**config.mk**
```make
export PLATFORM = sky130hd
export DESIGN_NAME = fwd_hazard_unit
export DESIGN_NICKNAME = d
export VERILOG_FILES = /design/src/rtl/fwd_hazard_unit.sv
export SDC_FILE = /design/constraint.sdc
export NUM_CORES = 1
export LEC_CHECK = 0
export ABC_CLOCK_PERIOD_IN_PS = 2300
export CAP_MARGIN = 20
export CORE_UTILIZATION = 35
export CTS_BUF_LIST = sky130_fd_sc_hd__clkbuf_16
export DETAILED_ROUTE_END_ITERATION = 12
export GPL_ROUTABILITY_DRIVEN = 1
export PLACE_DENSITY_LB_ADDON = 0.2
export SYNTH_ARGS = -nofsm -noshare
export SYNTH_HDL_FRONTEND = slang
export SYNTH_SLANG_ARGS = --single-unit
```
**constraint.sdc**
```tcl
create_clock -name clk -period 2.3 [get_ports clk]
set_input_delay 0.345 -clock clk [delete_from_list [all_inputs] [get_ports clk]]
set_output_delay 0.345 -clock clk [all_outputs]
set_load 0.1 [all_outputs]
```
**src/rtl/fwd_hazard_unit.sv**
```systemverilog
// Forwarding and load-use hazard unit: tracks the EX and MEM stage destinations
// and picks operand sources, flag forwarding and stall for the RF-stage instruction.
module fwd_hazard_unit #(
  parameter int unsigned REGW = 5,
  parameter int unsigned CNTW = 16
) (
  input  logic            clk,
  input  logic            reset,
  input  logic            id_valid,
  input  logic [REGW-1:0] id_Rn,
  input  logic [REGW-1:0] id_Db,
  input  logic            id_useA,
  input  logic            id_useB,
  input  logic [REGW-1:0] id_Rd,
  input  logic            id_RegWrite,
  input  logic            id_MemRead,
  input  logic            id_flagSet,
  input  logic            id_flagUse,
  input  logic            flush,
  output logic [1:0]      forwardOpA,
  output logic [1:0]      forwardOpB,
  output logic            forwarding_flags,
  output logic            stall,
  output logic [CNTW-1:0] stall_count
);

  localparam logic [REGW-1:0] XZR = REGW'(31);

  typedef struct packed {
    logic            valid;
    logic [REGW-1:0] rd;
    logic            reg_write;
    logic            mem_read;
    logic            flag_set;
  } entry_t;

  entry_t          ex_q, ex_d;
  entry_t          mem_q, mem_d;
  logic [CNTW-1:0] stall_count_q, stall_count_d;

  logic ex_writer, mem_writer;
  logic ex_hit_a, ex_hit_b, mem_hit_a, mem_hit_b;

  always_comb begin
    ex_writer  = ex_q.valid && ex_q.reg_write && (ex_q.rd != XZR);
    mem_writer = mem_q.valid && mem_q.reg_write && (mem_q.rd != XZR);

    ex_hit_a  = id_useA && ex_writer && (ex_q.rd == id_Rn);
    ex_hit_b  = id_useB && ex_writer && (ex_q.rd == id_Db);
    mem_hit_a = id_useA && mem_writer && (mem_q.rd == id_Rn);
    mem_hit_b = id_useB && mem_writer && (mem_q.rd == id_Db);

    // A load in EX has no result yet: it cannot be forwarded, only stalled on
    forwardOpA = 2'b00;
    if (ex_hit_a && !ex_q.mem_read) forwardOpA = 2'b01;
    else if (mem_hit_a)             forwardOpA = 2'b10;

    forwardOpB = 2'b00;
    if (ex_hit_b && !ex_q.mem_read) forwardOpB = 2'b01;
    else if (mem_hit_b)             forwardOpB = 2'b10;

    stall            = id_valid && ex_q.mem_read && (ex_hit_a || ex_hit_b);
    forwarding_flags = id_valid && id_flagUse && ex_q.valid && ex_q.flag_set;

    mem_d           = ex_q;
    ex_d.valid      = id_valid && !stall && !flush;
    ex_d.rd         = id_Rd;
    ex_d.reg_write  = id_RegWrite;
    ex_d.mem_read   = id_MemRead;
    ex_d.flag_set   = id_flagSet;

    stall_count_d = stall_count_q;
    if (stall && !flush && (stall_count_q != '1))
      stall_count_d = stall_count_q + CNTW'(1);
  end

  always_ff @(posedge clk or negedge reset) begin
    if (!reset) begin
      ex_q          <= '0;
      mem_q         <= '0;
      stall_count_q <= '0;
    end else begin
      ex_q          <= ex_d;
      mem_q         <= mem_d;
      stall_count_q <= stall_count_d;
    end
  end

  assign stall_count = stall_count_q;

endmodule

```
==> impl_metrics.yaml <==
routing:
  via_count: 1297
  wl_per_cell_um: 14.0
  firstDrtPassIters: 4
  drt_wl_total_um: 3730
  drtIter0Drc: 72
  antenna_left: 0
  route.detailed.drc: 0
  viasPerCell: 4.88
worst_setup_path:
  endpoint_kind: "output pin"
  cp-start-kind: "flip-flop"
  crit_required_ns: 1.96
  slowest_stage: "dfrtp_1"
  slowest_delay_ns: 0.42
  crit_chain: "xor2_1 -> nor4_2 -> and3_4 -> nor2_4 -> nor2_2 -> and2_4 -> buf_12"
  crit_arrival_ns: 1.90
  crit_type: "reg2out"
  crit_fanout: 4
job:
  max_cap_viol_count: 0
placed_design:
  globalplace.congestion: 0.848
  hpwlAfterDp_um: 2830
  dpl.cell_count: 254
  portBuffers: 46
synthesis:
  post_synth_mux_area_share_pct: 2.10
  synth_adder_area_share_pct: 0.777
  yosysTopAreaCell: "dfrtp_1"
  synth-edff-count: 0
  synth-seq-cells: 32
  synth-compound-area-share_pct: 1.09
  syn_avg_cell_area_um2: 11.3
  synth_top_family_by_area: "simple AND/OR/NAND/NOR gates"
  synth_nets: 169
  synth_top_area_share_pct: 49.7
  synthXorXnorAreaFrac_pct: 17.9
  synthArstFlopShare_pct: 100
  ys.flop_type: "dfrtp_1"
  ys_top_cells_by_area: "dfrtp_1 50%, xor2_1 15%, nand3_1 4.4%, nor4_4 4.0%, xnor2_1 3.3%"
  seq_area_frac_synth_pct: 49.7
  synthCells: 143
  synth.distinct_cells: 28
  synthSimpleGateAreaFrac_pct: 27.4
  syn-cell-area_um2: 1610
  yosysWarningCount: 0
global_routing:
  antenna_found_initial: 0
  grt.total_usage_pct: 16.5
  use_met3_pct: 5.81
  grt_pass1_vias: 1292
  grt_max_degree: 33
  grt_remaining_overflow: 0
  groute.layer.met2.usage_pct: 24.8
  grt_pass1_wl_um: 6130
  top_usage_layer: "met2"
  met1_usage_pct: 21.6
cells_and_area:
  fin_cells: 266
  multi_input_area_um2: 852
  drive_gt1_share_pct: 36.9
  area.sequential_um2: 825
  nFillCells: 381
  antenna_cells: 0
  final_net_count: 239
  layout_common_cells: "34 x buf_4, 26 x xor2_1, 17 x dfrtp_1, 17 x clkdlybuf4s50_1, 14 x nand3_1"
  final_common_cell: "buf_4"
  utilization_pct: 56.9
  area_growth_pct: 55.0
clocking:
  path_clk_slew_ns: 0.05
  cts_buffers: 5
  clockBufferDepth: 2
  ctsHoldBuffers: 0
  cts_tree: "done"
  h-tree-depth: 2
  cts_sinks: 32
  clk_latency_ns: 0.27
  cts_root_buf: "clkbuf_16"
worst_hold_path:
  hp-class: "reg2reg"
pwr:
  irDropWorstVdd_mv: 0.461
  power_leakage_uw: 0.00116
  power_density_nw_per_um2: 537
die:
  die_y_um: 69.8
  pin_count: 47
  die_x_um: 69.8
  rows: 24
  start_util_pct: 36.7
  core-area_um2: 4380
  dieArea_um2: 4880
sta:
  min_period_over_period_pct: 97.4
  setup_viol: 0
  max_freq_mhz: 446
  hold_viol: 0
  period_minus_slack_ns: 2.24
  worst_pin_slew_ns: 0.488
  max-slew-margin-rel_pct: 67.3
  maxSlewViolCount: 0
  clock_skew_ns: 0.00406
outcome:
  run_status: "finished, final reports clean"
[power breakdown]
group          leakage (µW)  total (µW)  switching [µW]  internal, µW
sequential         0.000389         597            16.4           580
clock             0.0000738         605             217           388
combinational      0.000693         139            65.1          73.5
[layout make-up]
| cell class | count | area share, % |
|---|---|---|
| inverter | 1 | 0.150 |
| timing repair buffer | 64 | 24.6 |
| clock buffer | 5 | 5.01 |
| sequential | 32 | 33.0 |
| tap | 52 | 2.61 |
| clock inverter | 3 | 0.451 |
| multi-input combinational | 109 | 34.1 |
[registers in the layout, indices dropped and copies added (netlist names)]
register,cells
ex_q,9
mem_q,7
stall_count,16
[cells by family after synthesis]
group / after synthesis
AND/OR/NAND/NOR: 69
XOR/XNOR: 33
flip-flops: 32
AO/OA/AOI/OAI: 3
multiplexers: 3
buffers and inverters: 2
adder cells (fa/ha/maj): 1
[metrics by stage]
| stage | setup slack, ns | TNS, ns | instance area (µm²) | total power [µW] | hold WS [ns] |
|---|---|---|---|---|---|
| final | 0.0597 | 0 | 2500 | 1340 | 0.423 |
| after global routing | -0.0320 | -0.0320 | 2500 | 1400 | 0.441 |
| after CTS | 0.00520 | 0 | 2440 | 1350 | 0.420 |
| after detailed placement | -0.108 | -0.376 | 2300 | 739 | 0.408 |
| after global placement | -0.0885 | -0.429 | 2300 | 737 | 0.400 |
| after floorplan | -0.0268 | -0.0268 | 1660 | 652 | 0.0494 |
[what timing repair did]
action                                  in CTS  in global routing
buffers inserted                             0                  4
pin swaps                                    7                 13
resized for setup                            8                 11
endpoints found under the setup margin       2                  3
cloned                                       0                  0
[Yosys cell counts (2+ instances only)]
cell	n
or3_1	3
mux2_2	2
and2_1	3
nand2_1	10
o21ai_0	2
nor4_1	8
nand4_1	2
nor2_1	4
and4_1	2
dfrtp_1	32
nor3_1	6
xnor2_1	6
and3_1	6
nor4_4	3
nor3b_1	2
xor2_1	27
nand3_1	14
[per-layer routing]
metal	part of all wire [%]	wire (µm)
met2	48	1810
met5	0	0
met1	46	1720
met3	4.1	154
met4	1.4	53
[final timing paths]
kind                       slack (ns)               from  cells after the start                          end
setup / recovery                 0.06  ex_q[5]$_DFF_PN0_                      7                        stall
hold / removal                   0.42  ex_q[2]$_DFF_PN0_                      0           mem_q[2]$_DFF_PN0_
setup reg to reg                 0.16  ex_q[5]$_DFF_PN0_                      7  stall_count[15]$_DFFE_PN0P_
hold reg to reg                  0.42  ex_q[2]$_DFF_PN0_                      0           mem_q[2]$_DFF_PN0_
max in group asynchronous        1.50              reset                      2   stall_count[0]$_DFFE_PN0P_
min in group asynchronous        0.48              reset                      2  stall_count[13]$_DFFE_PN0P_
[critical path, delay by kind of cell (launching register included)]
family                    cells  cell delay, ns
xor gates and xnor gates      1            0.16
buffers and inverters         1            0.16
DFF                           1            0.42
and+or+nand+nor               5            0.87
Power figures use the tool's default switching activity.
